File: config.mk
export PLATFORM = sky130hd
export DESIGN_NAME = alu_muldiv_sequencer_flat
export DESIGN_NICKNAME = d
export VERILOG_FILES = /design/src/rtl/alu_muldiv_sequencer_pkg.sv /design/src/rtl/alu_muldiv_sequencer_if.sv /design/src/rtl/alu_muldiv_sequencer_step.sv /design/src/rtl/alu_muldiv_sequencer.sv /design/src/flat_wrapper.sv
export SDC_FILE = /design/constraint.sdc
export NUM_CORES = 1
export LEC_CHECK = 0
export CORE_ASPECT_RATIO = 1.4
export CORE_UTILIZATION = 45
export CTS_CLUSTER_SIZE = 28
export DETAILED_ROUTE_END_ITERATION = 16
export PLACE_DENSITY = 0.76
export SETUP_SLACK_MARGIN = 0.2
export SLEW_MARGIN = 20
export SYNTH_ARGS = -nofsm -noshare
export SYNTH_HDL_FRONTEND = slang
export SYNTH_SLANG_ARGS = --single-unit
File: constraint.sdc
create_clock -name clk -period 1.6 [get_ports clk]
set_input_delay 0.32 -clock clk [delete_from_list [all_inputs] [get_ports clk]]
set_output_delay 0.32 -clock clk [all_outputs]
set_load 0.02 [all_outputs]
File: src/rtl/alu_muldiv_sequencer_pkg.sv
// Shared constants for the multiply/divide sequencer: FSM states, operation codes, ALU opcodes.
// MULDIV_SIGNED_EN enables the ABS/NEG states used for signed operation.
package alu_muldiv_sequencer_pkg;

  localparam logic [3:0]  DefaultAddOpx = 4'h1;
  localparam logic [3:0]  DefaultSubOpx = 4'h2;
  localparam int unsigned DefaultSteps  = 16;

  typedef enum logic [2:0] {
    StIdle = 3'd0,
    StRun  = 3'd1,
    StZdiv = 3'd2,
    StFin  = 3'd3,
    StAbs  = 3'd4,
    StNeg  = 3'd5
  } state_e;

  typedef enum logic {
    OpMul = 1'b0,
    OpDiv = 1'b1
  } op_e;

endpackage

File: src/rtl/alu_muldiv_sequencer_if.sv
// Command, result and shared-ALU handshake signals of the multiply/divide sequencer.
// MULDIV_SIGNED_EN adds the signed_op command bit.
interface alu_muldiv_sequencer_if;
  logic        start;
  logic        op;
  logic [15:0] opa;
  logic [15:0] opb;
`ifdef MULDIV_SIGNED_EN
  logic        signed_op;
`endif
  logic        busy;
  logic        done;
  logic [15:0] result_lo;
  logic [15:0] result_hi;
  logic        div_zero;
  logic        alu_req;
  logic        alu_gnt;
  logic [3:0]  seq_alu_opx;
  logic [15:0] seq_alua;
  logic [15:0] seq_alub;
  logic [15:0] alu_r;
  logic        alu_carry;

`ifdef MULDIV_SIGNED_EN
  modport slave (
    input  start, op, opa, opb, signed_op, alu_gnt, alu_r, alu_carry,
    output busy, done, result_lo, result_hi, div_zero, alu_req, seq_alu_opx, seq_alua, seq_alub
  );
  modport master (
    output start, op, opa, opb, signed_op, alu_gnt, alu_r, alu_carry,
    input  busy, done, result_lo, result_hi, div_zero, alu_req, seq_alu_opx, seq_alua, seq_alub
  );
`else
  modport slave (
    input  start, op, opa, opb, alu_gnt, alu_r, alu_carry,
    output busy, done, result_lo, result_hi, div_zero, alu_req, seq_alu_opx, seq_alua, seq_alub
  );
  modport master (
    output start, op, opa, opb, alu_gnt, alu_r, alu_carry,
    input  busy, done, result_lo, result_hi, div_zero, alu_req, seq_alu_opx, seq_alua, seq_alub
  );
`endif
endinterface

File: src/rtl/alu_muldiv_sequencer_step.sv
// Combinational next-H/L logic for one shift-and-add multiply step or one restoring divide step.
// The ALU sum/difference and raw carry/borrow arrive from outside in the same cycle.
module muldiv_step_datapath (
  input  logic        op_div_i,
  input  logic [15:0] h_i,
  input  logic [15:0] l_i,
  input  logic [15:0] alu_r_i,
  input  logic        alu_carry_i,
  output logic [15:0] alu_a_o,
  output logic [15:0] h_o,
  output logic [15:0] l_o
);

  logic [15:0] shifted;
  logic        q;

  always_comb begin
    shifted = {h_i[14:0], l_i[15]};
    // A set top bit means the shifted partial remainder already exceeds any 16-bit divisor.
    q       = h_i[15] | ~alu_carry_i;
    if (op_div_i) begin
      alu_a_o = shifted;
      h_o     = q ? alu_r_i : shifted;
      l_o     = {l_i[14:0], q};
    end else begin
      alu_a_o = h_i;
      if (l_i[0]) begin
        h_o = {alu_carry_i, alu_r_i[15:1]};
        l_o = {alu_r_i[0], l_i[15:1]};
      end else begin
        h_o = {1'b0, h_i[15:1]};
        l_o = {h_i[0], l_i[15:1]};
      end
    end
  end

endmodule

File: src/rtl/alu_muldiv_sequencer.sv
// Multi-cycle unsigned 16x16 multiply / 16/16 divide sequencer borrowing the shared ALU via REQ/GNT.
// Define MULDIV_SIGNED_EN for signed operation (ABS before RUN, NEG after it).
module alu_muldiv_sequencer
  import alu_muldiv_sequencer_pkg::*;
#(
  parameter logic [3:0]  AddOpx = DefaultAddOpx,
  parameter logic [3:0]  SubOpx = DefaultSubOpx,
  parameter int unsigned Steps  = DefaultSteps
) (
  input logic                   clk,
  input logic                   reset,
  alu_muldiv_sequencer_if.slave bus
);

  localparam int unsigned     CntW    = $clog2(Steps + 1);
  localparam logic [CntW-1:0] LastCnt = CntW'(Steps - 1);

  state_e          state_q, state_d;
  op_e             op_q, op_d;
  logic [15:0]     h_q, h_d, l_q, l_d, m_q, m_d;
  logic [CntW-1:0] cnt_q, cnt_d;
  logic            div_zero_q, div_zero_d;
  logic [15:0]     res_hi_q, res_lo_q;

  logic            alu_req;
  logic [3:0]      alu_opx;
  logic [15:0]     alu_a, alu_b;
  logic [15:0]     step_alu_a, step_h, step_l;

`ifdef MULDIV_SIGNED_EN
  logic signed_q, signed_d;
  logic sgn_a_q, sgn_a_d, sgn_b_q, sgn_b_d;
  logic neg_phase_q, neg_phase_d;
  logic borrow_q, borrow_d;
  logic neg_lo, neg_hi;

  assign neg_lo = sgn_a_q ^ sgn_b_q;
  assign neg_hi = (op_q == OpDiv) ? sgn_a_q : (sgn_a_q ^ sgn_b_q);
`endif

  muldiv_step_datapath u_step (
    .op_div_i    (op_q == OpDiv),
    .h_i         (h_q),
    .l_i         (l_q),
    .alu_r_i     (bus.alu_r),
    .alu_carry_i (bus.alu_carry),
    .alu_a_o     (step_alu_a),
    .h_o         (step_h),
    .l_o         (step_l)
  );

  always_comb begin
    state_d    = state_q;
    op_d       = op_q;
    h_d        = h_q;
    l_d        = l_q;
    m_d        = m_q;
    cnt_d      = cnt_q;
    div_zero_d = div_zero_q;
    alu_req    = 1'b0;
    alu_opx    = '0;
    alu_a      = '0;
    alu_b      = '0;
`ifdef MULDIV_SIGNED_EN
    signed_d    = signed_q;
    sgn_a_d     = sgn_a_q;
    sgn_b_d     = sgn_b_q;
    neg_phase_d = neg_phase_q;
    borrow_d    = borrow_q;
`endif
    unique case (state_q)
      StIdle: begin
        if (bus.start) begin
          h_d        = '0;
          l_d        = bus.opa;
          m_d        = bus.opb;
          cnt_d      = '0;
          op_d       = op_e'(bus.op);
          div_zero_d = 1'b0;
`ifdef MULDIV_SIGNED_EN
          signed_d = bus.signed_op;
          sgn_a_d  = bus.signed_op & bus.opa[15];
          sgn_b_d  = bus.signed_op & bus.opb[15];
`endif
          if ((op_e'(bus.op) == OpDiv) && (bus.opb == '0)) begin
            state_d = StZdiv;
`ifdef MULDIV_SIGNED_EN
          end else if (bus.signed_op) begin
            state_d = StAbs;
`endif
          end else begin
            state_d = StRun;
          end
        end
      end
      StRun: begin
        alu_req = 1'b1;
        alu_opx = (op_q == OpDiv) ? SubOpx : AddOpx;
        alu_a   = step_alu_a;
        alu_b   = m_q;
        if (bus.alu_gnt) begin
          h_d   = step_h;
          l_d   = step_l;
          cnt_d = cnt_q + CntW'(1);
          if (cnt_q == LastCnt) begin
            state_d = StFin;
`ifdef MULDIV_SIGNED_EN
            if (signed_q && neg_lo) begin
              state_d     = StNeg;
              neg_phase_d = 1'b0;
              borrow_d    = 1'b0;
            end else if (signed_q && neg_hi) begin
              state_d     = StNeg;
              neg_phase_d = 1'b1;
              borrow_d    = 1'b0;
            end
`endif
          end
        end
      end
      StZdiv: begin
        h_d        = l_q;
        l_d        = '1;
        div_zero_d = 1'b1;
        state_d    = StFin;
      end
      StFin: begin
        state_d = StIdle;
      end
`ifdef MULDIV_SIGNED_EN
      StAbs: begin
        // The ALU forms |A| as 0-A; |B| is negated locally so ABS costs a single cycle.
        alu_req = 1'b1;
        alu_opx = SubOpx;
        alu_b   = l_q;
        if (bus.alu_gnt) begin
          if (sgn_a_q) l_d = bus.alu_r;
          if (sgn_b_q) m_d = ~m_q + 16'd1;
          state_d = StRun;
        end
      end
      StNeg: begin
        alu_req = 1'b1;
        alu_opx = SubOpx;
        if (!neg_phase_q) begin
          alu_b = l_q;
          if (bus.alu_gnt) begin
            l_d      = bus.alu_r;
            borrow_d = (op_q == OpMul) & bus.alu_carry;
            if (neg_hi) neg_phase_d = 1'b1;
            else        state_d     = StFin;
          end
        end else begin
          // 0-H-borrow is formed as 16'hFFFF-H when the low half borrowed.
          alu_a = borrow_q ? 16'hFFFF : 16'h0000;
          alu_b = h_q;
          if (bus.alu_gnt) begin
            h_d     = bus.alu_r;
            state_d = StFin;
          end
        end
      end
`endif
      default: begin
        state_d = StIdle;
      end
    endcase
  end

  always_ff @(posedge clk) begin
    if (reset) begin
      state_q    <= StIdle;
      op_q       <= OpMul;
      h_q        <= '0;
      l_q        <= '0;
      m_q        <= '0;
      cnt_q      <= '0;
      div_zero_q <= 1'b0;
      res_hi_q   <= '0;
      res_lo_q   <= '0;
`ifdef MULDIV_SIGNED_EN
      signed_q    <= 1'b0;
      sgn_a_q     <= 1'b0;
      sgn_b_q     <= 1'b0;
      neg_phase_q <= 1'b0;
      borrow_q    <= 1'b0;
`endif
    end else begin
      state_q    <= state_d;
      op_q       <= op_d;
      h_q        <= h_d;
      l_q        <= l_d;
      m_q        <= m_d;
      cnt_q      <= cnt_d;
      div_zero_q <= div_zero_d;
      // FIN always falls back to IDLE, so this only fires on the FIN entry edge.
      if (state_d == StFin) begin
        res_hi_q <= h_d;
        res_lo_q <= l_d;
      end
`ifdef MULDIV_SIGNED_EN
      signed_q    <= signed_d;
      sgn_a_q     <= sgn_a_d;
      sgn_b_q     <= sgn_b_d;
      neg_phase_q <= neg_phase_d;
      borrow_q    <= borrow_d;
`endif
    end
  end

  assign bus.busy        = (state_q != StIdle) && (state_q != StFin);
  assign bus.done        = (state_q == StFin);
  assign bus.result_lo   = res_lo_q;
  assign bus.result_hi   = res_hi_q;
  assign bus.div_zero    = div_zero_q;
  assign bus.alu_req     = alu_req;
  assign bus.seq_alu_opx = alu_opx;
  assign bus.seq_alua    = alu_a;
  assign bus.seq_alub    = alu_b;

endmodule

File: src/flat_wrapper.sv
// flat-port wrapper written by rule: the top's interface ports become plain ports
module alu_muldiv_sequencer_flat import alu_muldiv_sequencer_pkg::*;
#(
  parameter logic [3:0]  AddOpx = DefaultAddOpx,
  parameter logic [3:0]  SubOpx = DefaultSubOpx,
  parameter int unsigned Steps  = DefaultSteps
)
  (clk, reset, bus_start, bus_op, bus_opa, bus_opb, bus_alu_gnt, bus_alu_r, bus_alu_carry, bus_busy, bus_done, bus_result_lo, bus_result_hi, bus_div_zero, bus_alu_req, bus_seq_alu_opx, bus_seq_alua, bus_seq_alub);
  alu_muldiv_sequencer_if bus_i ();
  input logic clk;
  input logic reset;
  input wire logic [$bits(bus_i.start)-1:0] bus_start;
  input wire logic [$bits(bus_i.op)-1:0] bus_op;
  input wire logic [$bits(bus_i.opa)-1:0] bus_opa;
  input wire logic [$bits(bus_i.opb)-1:0] bus_opb;
  input wire logic [$bits(bus_i.alu_gnt)-1:0] bus_alu_gnt;
  input wire logic [$bits(bus_i.alu_r)-1:0] bus_alu_r;
  input wire logic [$bits(bus_i.alu_carry)-1:0] bus_alu_carry;
  output wire logic [$bits(bus_i.busy)-1:0] bus_busy;
  output wire logic [$bits(bus_i.done)-1:0] bus_done;
  output wire logic [$bits(bus_i.result_lo)-1:0] bus_result_lo;
  output wire logic [$bits(bus_i.result_hi)-1:0] bus_result_hi;
  output wire logic [$bits(bus_i.div_zero)-1:0] bus_div_zero;
  output wire logic [$bits(bus_i.alu_req)-1:0] bus_alu_req;
  output wire logic [$bits(bus_i.seq_alu_opx)-1:0] bus_seq_alu_opx;
  output wire logic [$bits(bus_i.seq_alua)-1:0] bus_seq_alua;
  output wire logic [$bits(bus_i.seq_alub)-1:0] bus_seq_alub;
  assign bus_i.start = bus_start;
  assign bus_i.op = bus_op;
  assign bus_i.opa = bus_opa;
  assign bus_i.opb = bus_opb;
  assign bus_i.alu_gnt = bus_alu_gnt;
  assign bus_i.alu_r = bus_alu_r;
  assign bus_i.alu_carry = bus_alu_carry;
  assign bus_busy = bus_i.busy;
  assign bus_done = bus_i.done;
  assign bus_result_lo = bus_i.result_lo;
  assign bus_result_hi = bus_i.result_hi;
  assign bus_div_zero = bus_i.div_zero;
  assign bus_alu_req = bus_i.alu_req;
  assign bus_seq_alu_opx = bus_i.seq_alu_opx;
  assign bus_seq_alua = bus_i.seq_alua;
  assign bus_seq_alub = bus_i.seq_alub;
  alu_muldiv_sequencer #(.AddOpx(AddOpx), .SubOpx(SubOpx), .Steps(Steps)) u_core (.clk(clk), .reset(reset), .bus(bus_i));
endmodule
==> Flow_metrics.wiki, run 1 <==
{| class="wikitable"
! Metric !! Value
|-
| Filler-free cell count of the finished design || 948
|-
| Post-synthesis share of cell area spent on full adders, half adders and majority gates || 0.004935
|-
| Total power after layout || 5.893 mW
|-
| H-tree level count || 3
|-
| Internal power of the cells || 4.213 mW
|-
| Endpoint of the worst-slack reg-to-reg timing path || u_core.bus.result_hi[2]$_SDFFE_PP0N_
|-
| Number of buffers created by CTS || 9
|-
| Kind of start point of the critical path || flop
|-
| Clock Power Share || 0.421
|-
| Post-place instance area || 0.007271 sq mm
|-
| Endpoint of the worst setup timing path || u_core.bus.result_hi[2]$_SDFFE_PP0N_
|-
| DIE HEIGHT || 127.6 um
|-
| Total of flip-flops plus latches after synthesis || 90
|-
| Initial antenna violation count || 0
|-
| Status || finished, violations left
|-
| Most used flip-flop cell after synthesis || sky130_fd_sc_hd__dfxtp_1
|-
| RSZ-0062 raised after global routing || yes
|-
| Post-route standard cell area excluding fillers || 0.009490 sq mm
|-
| Leading cell type in the layout, fill and taps excluded || sky130_fd_sc_hd__dfxtp_1
|-
| Cell count of the worst reg-to-reg path || 10
|-
| Area added between synthesis and finish || 87.15%
|-
| Violations in the final reports || negative setup slack
|-
| Number of cells produced by synthesis || 595
|-
| Post-synthesis sequential area ratio || 0.3553
|-
| Count of standard-cell rows || 45
|-
| Synthesized-area fraction occupied by and/or/nand/nor cells || 0.2119
|-
| Placer congestion estimate || 0.8784
|-
| Setup slack on the worst flop-to-flop path || -0.41 ns
|-
| Dominant combinational cell family by area after synthesis || compound AO/OA/AOI/OAI gates
|-
| Antenna-violating nets left || 0
|-
| Global routing usage summed across all routing layers || 0.3548
|-
| Mux share of post-synthesis cell area || 0.08882
|-
| First-iteration detailed-routing DRC count || 551
|-
| Count of max-cap constraint violations || 0
|-
| Final Skew || 0.009042 ns
|-
| Final number of max-transition violations || 0
|-
| Worst path required time || 1.86 ns
|-
| Part of the cycle the worst path needs || 1.256
|-
| Xor/xnor share of the synthesized area || 0.003454
|-
| DP Cell Count || 882
|-
| Final count of hold timing violations || 0
|-
| Number of enable-type register cells in the synthesized netlist || 0
|-
| Detailed placement HPWL || 11330 um
|-
| Number of buffers on the longest clock path || 2
|-
| Commonest cells after routing, fill and taps aside || sky130_fd_sc_hd__dfxtp_1, sky130_fd_sc_hd__buf_4, sky130_fd_sc_hd__nand2_1
|-
| Worst IR Drop VDD || 0.9389 mV
|-
| Origin of the worst setup path || u_core.state_q[1]$_SDFF_PP0_
|-
| Sw power || 1.680 mW
|-
| Number of warnings reported in the yosys synthesis log || 0
|-
| Critical path fanouts, max || 5
|-
| Initial cell density of the core || 0.4643
|-
| First-pass GRT wire length || 32220 um
|-
| TritonCTS clock tree || built
|-
| Ant. Diodes || 0
|-
| Placeable Area || 0.01092 sq mm
|-
| Total routed wirelength || 24120 um
|-
| Critical path arrival || 2.27 ns
|-
| Number of different library cells in the post-synthesis netlist || 49
|-
| End-of-flow core utilization || 0.8688
|-
| CP Capture Type || flop
|-
| DRC viols || 0
|-
| Vias in the first global route || 6054
|-
| Largest net degree at the start of global routing || 38
|-
| Clock transition at the register clock pins on the worst setup and hold paths after CTS || 0.07 ns
|-
| Share of final-layout standard cells stronger than drive strength 1 || 0.5056
|-
| Reg-to-reg startpoint || u_core.state_q[1]$_SDFF_PP0_
|-
| Fill cell total of the finished layout || 467
|-
| Hold Path Depth || 2
|-
| Proportion of power drawn by flip-flops and latches || 0.398
|-
| Portion of total power attributed to combinational logic || 0.181
|-
| Area fraction in compound gates after synthesis || 0.2670
|-
| FMAX || 497.7 MHz
|-
| Min Clock Period, post-route || 2.009 ns
|-
| Number of I/O port buffers || 123
|-
| Clock Tree Root || sky130_fd_sc_hd__clkbuf_16
|-
| Kind of critical path || reg2reg
|-
| DRT Pass-1 Iters || 7
|-
| Via count normalized by instance count || 6.502
|-
| Tightest Hold Check Type || in2reg
|-
| # setup viols final || 124
|-
| Areal power density over the cells || 621.0 mW/mm^2
|-
| Net count, final || 858
|-
| Syn avg cell area || 8.523 sq um
|-
| Die Outline Area || 0.01170 sq mm
|-
| Detailed-route via count || 6164
|-
| Switching power as a share of total power || 0.2851
|-
| Post-synthesis instance area || 0.005071 sq mm
|-
| Number of top-level design ports || 126
|-
| Reported leakage power || 3.880 nW
|-
| Clock sink total || 90
|-
| Die span in x || 91.72 um
|-
| CTS hold repair buffers || 0
|-
| Smallest setup slack after layout || -0.4094 ns
|-
| Global route overflow || 0
|-
| Async set or reset register ratio after synthesis || 0
|-
| Clock latency at the later pin of the worst-skew pair || 0.35 ns
|-
| Average wire per standard cell || 25.44 um
|}
-- per-stage QoR --
step | TNS, ns | hold WS (ns) | worst slack (ns)
detailed placement | -40.66 | 0.4472 | -0.4980
global route | -36.50 | 0.4084 | -0.4262
CTS | -21.30 | 0.3709 | -0.3712
floorplan | -0.7498 | 0.4317 | -0.03424
global placement | -38.52 | 0.4386 | -0.4515
finish | -33.81 | 0.3997 | -0.4094
-- sequential cells by signal, summed over array words and instances, names as in the netlist --
register,flops
u_core.bus.result_hi,16
u_core.bus.result_lo,16
u_core.h_q,16
u_core.l_q,16
u_core.m_q,16
u_core.cnt_q,5
u_core.state_q,3
u_core.bus.div_zero,1
u_core.op_q,1
-- worst max-delay path: stages (launching register included) --
cell and delay [ns]:
sky130_fd_sc_hd__dfxtp_4 0.36, sky130_fd_sc_hd__buf_6 0.11, sky130_fd_sc_hd__buf_6 0.12, sky130_fd_sc_hd__buf_12 0.12
sky130_fd_sc_hd__nand4bb_4 0.25, sky130_fd_sc_hd__buf_12 0.20, sky130_fd_sc_hd__buf_16 0.15, sky130_fd_sc_hd__a21oi_4 0.13
sky130_fd_sc_hd__a221oi_2 0.08, sky130_fd_sc_hd__buf_4 0.15, sky130_fd_sc_hd__a211oi_2 0.23
-- synth_stat cells, drive strengths merged (3+ instances only) --
cell type  instances  share of area
nand2             58          0.043
and2              17          0.021
nor4               4         0.0049
a221oi            16          0.039
o22ai             15          0.019
a21oi             68          0.075
nor2              90          0.067
nand2b            18          0.022
a211o             15          0.026
o21a               3         0.0044
dfxtp             90           0.36
o21ai             16          0.016
nor3               3         0.0030
inv                3         0.0022
buf               33          0.046
mux2i             45          0.089
clkbuf            26          0.019
a211oi            31          0.074
and3b             17          0.029
-- layout make-up --
class,count,area [sq um],share of cell area
clock buffers,10,239.0,0.02518
clock inverters,6,96.34,0.01015
inverters,3,18.77,0.001978
multi-input cells,446,4179,0.4403
flip-flops and latches,90,1814,0.1912
well taps,141,176.4,0.01859
repair buffers,252,2967,0.3126
-- power by group through the flow --
stage / Clock, mW / Sequential, mW / Combinational (mW)
2_1_floorplan: 0 / 2.37 / 0.431
3_3_place_gp: 0 / 2.38 / 0.734
3_5_place_dp: 0 / 2.38 / 0.742
4_1_cts: 2.40 / 2.33 / 0.915
5_1_grt: 2.54 / 2.34 / 1.10
6_report: 2.48 / 2.34 / 1.07
-- worst min-delay path by stage --
stage	from	to	slack (ns)
after floorplan	u_core.m_q[0]$_SDFFE_PP0P_	u_core.m_q[0]$_SDFFE_PP0P_	0.43
after global placement	u_core.m_q[5]$_SDFFE_PP0P_	u_core.m_q[5]$_SDFFE_PP0P_	0.44
after detailed placement	u_core.m_q[6]$_SDFFE_PP0P_	u_core.m_q[6]$_SDFFE_PP0P_	0.45
after CTS	reset	u_core.cnt_q[4]$_SDFFE_PP0P_	0.37
after global routing	reset	u_core.cnt_q[4]$_SDFFE_PP0P_	0.41
final	reset	u_core.cnt_q[0]$_SDFFE_PP0P_	0.40
-- cell families (layout without fill, tap and decap cells) --
logic type	count (synthesis)	after routing
AO/OA/AOI/OAI	173	174
XOR/XNOR	2	2
adder cells (fa/ha/maj)	2	2
buffers and inverters	62	271
flip-flops	90	90
multiplexers	45	45
other	1	3
AND/OR/NAND/NOR	220	220
-- routing by layer --
layer / up-vias / part of all wire / global-route usage
li1: 2545 / - / -
met1: 3055 / 0.35 / 0.3745
met5: - / 0 / 0
met4: 0 / 0.083 / 0.2307
met3: 168 / 0.067 / 0.06012
met2: 396 / 0.50 / 0.6457
-- repair_timing --
item / CTS / global route
setup endpoints to repair: 158 / 158
resized for setup: 364 / 118
buffers inserted: 26 / 6
gates cloned: 13 / 5
pin swaps: 60 / 30
No activity file was read; power rests on OpenSTA's default activity.
==> run 2, diff against run 1 <==
--- a/config.mk
+++ b/config.mk
@@ -6,12 +6,13 @@
 export NUM_CORES = 1
 export LEC_CHECK = 0
 export CORE_ASPECT_RATIO = 1.4
-export CORE_UTILIZATION = 45
+export CORE_UTILIZATION = 46
 export CTS_CLUSTER_SIZE = 28
 export DETAILED_ROUTE_END_ITERATION = 16
-export PLACE_DENSITY = 0.76
+export PLACE_DENSITY = 0.77
 export SETUP_SLACK_MARGIN = 0.2
 export SLEW_MARGIN = 20
 export SYNTH_ARGS = -nofsm -noshare
 export SYNTH_HDL_FRONTEND = slang
+export SYNTH_HIERARCHICAL = 1
 export SYNTH_SLANG_ARGS = --single-unit
==> Flow_metrics.wiki, run 2 <==
{| class="wikitable"
! Metric !! Value
|-
| Setup slack on the worst flop-to-flop path || -0.39 ns (+0.02 ns)
|-
| Die Outline Area || 0.01196 sq mm (+2.2%)
|-
| Number of warnings reported in the yosys synthesis log || 6 (+6)
|-
| Largest area contributor in the synthesized netlist || sky130_fd_sc_hd__dfxtp_1
|-
| DIE HEIGHT || 129.0 um (+1.1%)
|-
| Worst path required time || 1.84 ns (-0.02 ns)
|-
| Placeable Area || 0.01128 sq mm (+3.3%)
|-
| Global routing usage summed across all routing layers || 0.3016 (-0.05320)
|-
| Worst-margin pin slew || 0.7114 ns
|-
| # setup viols final || 125 (+0.81%)
|-
| Worst IR Drop VDD || 0.9152 mV (-2.5%)
|-
| Delay of the slowest cell on the worst path || 0.35 ns (about the same)
|-
| Kind of critical path || reg2reg
|-
| Tightest Hold Check Type || reg2reg
|-
| Number of top-level design ports || 126 (unchanged)
|-
| Detailed-route via count || 5709 (-7.4%)
|-
| Min Clock Period, post-route || 1.993 ns (-0.01648 ns)
|-
| Ant. Diodes || 0 (unchanged)
|-
| Hold worst-path end || u_core/m_q[1]$_SDFFE_PP0P_
|-
| Critical path's top delay family || simple AND/OR/NAND/NOR gates
|-
| Tightest hold margin || 0.4900 ns (+0.09024 ns)
|-
| H-tree level count || 3 (unchanged)
|-
| Detailed placement HPWL || 10920 um (-3.7%)
|-
| Cell chain of the critical path || ha_4 -> and3_4 -> ha_4 -> and4b_2 -> o21bai_4 -> buf_12 -> clkbuf_16 -> mux2_2
|-
| Instance count on the critical path || 8 (-2)
|-
| TritonCTS clock tree || built
|-
| Clock latency at the later pin of the worst-skew pair || 0.36 ns (about the same)
|-
| Number of I/O port buffers || 123 (unchanged)
|-
| CP Capture Type || flop
|-
| Total routed wirelength || 22620 um (-6.2%)
|-
| Cell seen most often among critical-path stages || sky130_fd_sc_hd__ha_4
|-
| Dominant cells by area after synthesis || sky130_fd_sc_hd__dfxtp_1, sky130_fd_sc_hd__mux2_2, sky130_fd_sc_hd__a21oi_1
|-
| Grt peak-use layer || met2
|-
| Met3 usage || 0.04846 (-0.01166)
|-
| Post-synthesis instance area || 0.005299 sq mm (+4.5%)
|-
| Commonest cells after routing, fill and taps aside || sky130_fd_sc_hd__dfxtp_1, sky130_fd_sc_hd__buf_6, sky130_fd_sc_hd__clkdlybuf4s50_1, sky130_fd_sc_hd__buf_4, sky130_fd_sc_hd__mux2_4
|-
| Bufs and invs on worst path || 2 (-4)
|-
| Number of cells produced by synthesis || 565 (-5.0%)
|-
| Number of buffers created by CTS || 9 (unchanged)
|-
| Final number of max-transition violations || 0 (unchanged)
|-
| Area added between synthesis and finish || 68.97%
|-
| Reported leakage power || 3.950 nW (+1.8%)
|-
| Post-route standard cell area excluding fillers || 0.008954 sq mm (-5.7%)
|-
| Areal power density over the cells || 632.9 mW/mm^2 (+1.9%)
|-
| Clock sink total || 90 (unchanged)
|-
| Clock Tree Root || sky130_fd_sc_hd__clkbuf_16
|-
| Leading cell type in the layout, fill and taps excluded || sky130_fd_sc_hd__dfxtp_1
|-
| Total of flip-flops plus latches after synthesis || 90 (unchanged)
|-
| Portion of total power attributed to combinational logic || 0.185 (+0.004)
|-
| First-pass GRT wire length || 28160 um (-13%)
|-
| Most common cell in the synthesized netlist || sky130_fd_sc_hd__dfxtp_1
|-
| DRC viols || 0 (unchanged)
|-
| Reg-to-reg startpoint || u_core/cnt_q[1]$_SDFFE_PP0P_
|-
| Number of enable-type register cells in the synthesized netlist || 0 (unchanged)
|-
| Net count, final || 810 (-5.6%)
|-
| Average wire per standard cell || 25.07 um (-1.4%)
|-
| Initial antenna violation count || 0 (unchanged)
|-
| Count of max-cap constraint violations || 0 (unchanged)
|-
| Syn avg cell area || 9.378 sq um (+10%)
|-
| Part of the cycle the worst path needs || 1.246 (-0.01030)
|-
| Status || finished, violations left
|-
| Cell count of the worst reg-to-reg path || 8 (-2)
|-
| Kind of start point of the critical path || flop
|-
| GR met2 Demand/Resource || 0.5211 (-0.1246)
|-
| Die span in x || 92.71 um (+1.1%)
|-
| Antenna-violating nets left || 0 (unchanged)
|-
| Number of buffers on the longest clock path || 2 (unchanged)
|-
| Internal power of the cells || 4.141 mW (-1.7%)
|-
| Global route overflow || 0 (unchanged)
|-
| Critical path fanouts, max || 7 (+2)
|-
| Proportion of power drawn by flip-flops and latches || 0.418 (+0.020)
|-
| FMAX || 501.8 MHz (+0.83%)
|-
| Smallest setup slack after layout || -0.3929 ns (+0.01648 ns)
|-
| Final count of hold timing violations || 0 (unchanged)
|-
| Worst relative slew slack || 0.5246
|-
| Count of standard-cell rows || 46 (+2.2%)
|-
| Placer congestion estimate || 0.8507 (-3.2%)
|-
| Endpoint of the worst-slack reg-to-reg timing path || u_core/bus.result_hi[1]$_SDFFE_PP0N_
|-
| Post-synthesis sequential area ratio || 0.3400 (-0.01527)
|-
| RSZ-0062 raised after global routing || yes
|-
| Area share of the largest cell type after synthesis || 0.3400 (-0.01527)
|-
| Clock transition at the register clock pins on the worst setup and hold paths after CTS || 0.07 ns (about the same)
|-
| Sum of negative setup slack || -34.60 ns (-0.7870 ns)
|-
| GR Layer Usage met1 || 0.3594 (-0.01518)
|-
| Initial cell density of the core || 0.4697 (+0.005459)
|-
| First-iteration detailed-routing DRC count || 699 (+27%)
|-
| Hold Path Depth || 2 (unchanged)
|-
| Async set or reset register ratio after synthesis || 0 (unchanged)
|-
| Sw power || 1.526 mW (-9.2%)
|-
| Clock Power Share || 0.397 (-0.024)
|-
| Share of final-layout standard cells stronger than drive strength 1 || 0.4828 (-0.02273)
|-
| Largest net degree at the start of global routing || 34 (-11%)
|-
| Switching power as a share of total power || 0.2693 (-0.01584)
|-
| DRT Pass-1 Iters || 5 (-2)
|-
| Most common library cells after synthesis || sky130_fd_sc_hd__dfxtp_1, sky130_fd_sc_hd__a21oi_1, sky130_fd_sc_hd__mux2_2
|-
| CP max stage cell || sky130_fd_sc_hd__dfxtp_2
|-
| Placement-stage worst setup slack || -0.4365 ns (+0.06147 ns)
|-
| Critical path arrival || 2.23 ns (-0.04 ns)
|-
| Via count normalized by instance count || 6.329 (-2.7%)
|-
| Violations in the final reports || negative setup slack
|-
| Number of different library cells in the post-synthesis netlist || 47 (-4.1%)
|-
| Most used flip-flop cell after synthesis || sky130_fd_sc_hd__dfxtp_1
|-
| Vias in the first global route || 5363 (-11%)
|-
| Post-place instance area || 0.007158 sq mm (-1.5%)
|-
| Start point of the worst hold path || u_core/m_q[1]$_SDFFE_PP0P_
|-
| Final Skew || 0.008114 ns (-0.0009275 ns)
|}
run 2: cell count changes after synthesis, moves of 16 or more:
cell,change
sky130_fd_sc_hd__a211oi_2,-28
sky130_fd_sc_hd__a21o_1,+16
sky130_fd_sc_hd__a221o_1,+16
sky130_fd_sc_hd__a31o_2,+16
sky130_fd_sc_hd__and2_1,+16
sky130_fd_sc_hd__mux2_2,+53
sky130_fd_sc_hd__mux2i_1,-26
sky130_fd_sc_hd__nand2_1,-21
sky130_fd_sc_hd__nand2b_1,-16
sky130_fd_sc_hd__nand4b_1,+17
sky130_fd_sc_hd__nor2_1,-87
sky130_fd_sc_hd__nor2b_1,+50
run 2: how the worst max path moves through the flow:
stage                                      start                                     to  slack [ns]
floorplan           u_core/cnt_q[1]$_SDFFE_PP0P_  u_core/bus.result_hi[10]$_SDFFE_PP0N_       -0.29
global placement                   bus_alu_carry   u_core/bus.result_hi[1]$_SDFFE_PP0N_       -0.41
finish              u_core/cnt_q[1]$_SDFFE_PP0P_   u_core/bus.result_hi[1]$_SDFFE_PP0N_       -0.39
CTS                 u_core/cnt_q[1]$_SDFFE_PP0P_   u_core/bus.result_lo[2]$_SDFFE_PP0N_       -0.33
global route            u_core/op_q$_SDFFE_PP0P_   u_core/bus.result_hi[1]$_SDFFE_PP0N_       -0.46
detailed placement                 bus_alu_carry  u_core/bus.result_hi[14]$_SDFFE_PP0N_       -0.44
run 2: cell families (layout without fill, tap and decap cells):
kind of cell / Yosys count / after routing / share of synthesized area
compound gates: 142 / 142 / 0.1802
fa+ha+maj: 2 / 2 / 0.004722
buf+inv: 59 / 250 / 0.06824
flops: 90 / 90 / 0.3400
mux: 82 / 82 / 0.1769
other cells: 1 / 3 / 0.0007077
simple gates: 189 / 189 / 0.2293
run 2: timing repair:
item,in CTS,in global routing
cloned,6,14
resized for setup,325,113
pin swaps,28,73
endpoints found under the setup margin,158,127
setup buffers,14,13
hold buffers,0,0
run 2: worst min-delay path: stages (launching register included):
cell                      delay, ns
sky130_fd_sc_hd__dfxtp_1       0.34
sky130_fd_sc_hd__nand2_4       0.07
sky130_fd_sc_hd__a21oi_2       0.04
run 2: cell type report:
cell class                 instances  area, sq um
multi-input combinational        418         3939
inverter                           3        11.26
clock buffer                      11        252.7
fill                             606         2327
tap                              144        180.2
sequential                        90         1815
clock inverter                     4        51.30
timing repair buffer             232         2704
run 2: metrics by stage:
step	utilization	power [mW]	cells
2_1_floorplan	-	2.789	567
3_3_place_gp	0.6345	3.059	840
3_5_place_dp	0.6345	3.075	840
4_1_cts	0.7095	5.380	875
5_1_grt	0.7937	5.813	902
6_report	0.7937	5.667	902
run 2: power groups by stage:
stage	clock [mW]	combinational [mW]	sequential, mW
global route	2.36	1.08	2.37
global placement	0	0.664	2.39
floorplan	0	0.416	2.37
detailed placement	0	0.676	2.40
finish	2.25	1.05	2.37
CTS	2.22	0.810	2.35
run 2: layer usage:
layer	vias up	share of wire
li1	2428	-
met1	2772	0.37
met2	390	0.49
met3	119	0.075
met4	0	0.062
met5	-	0
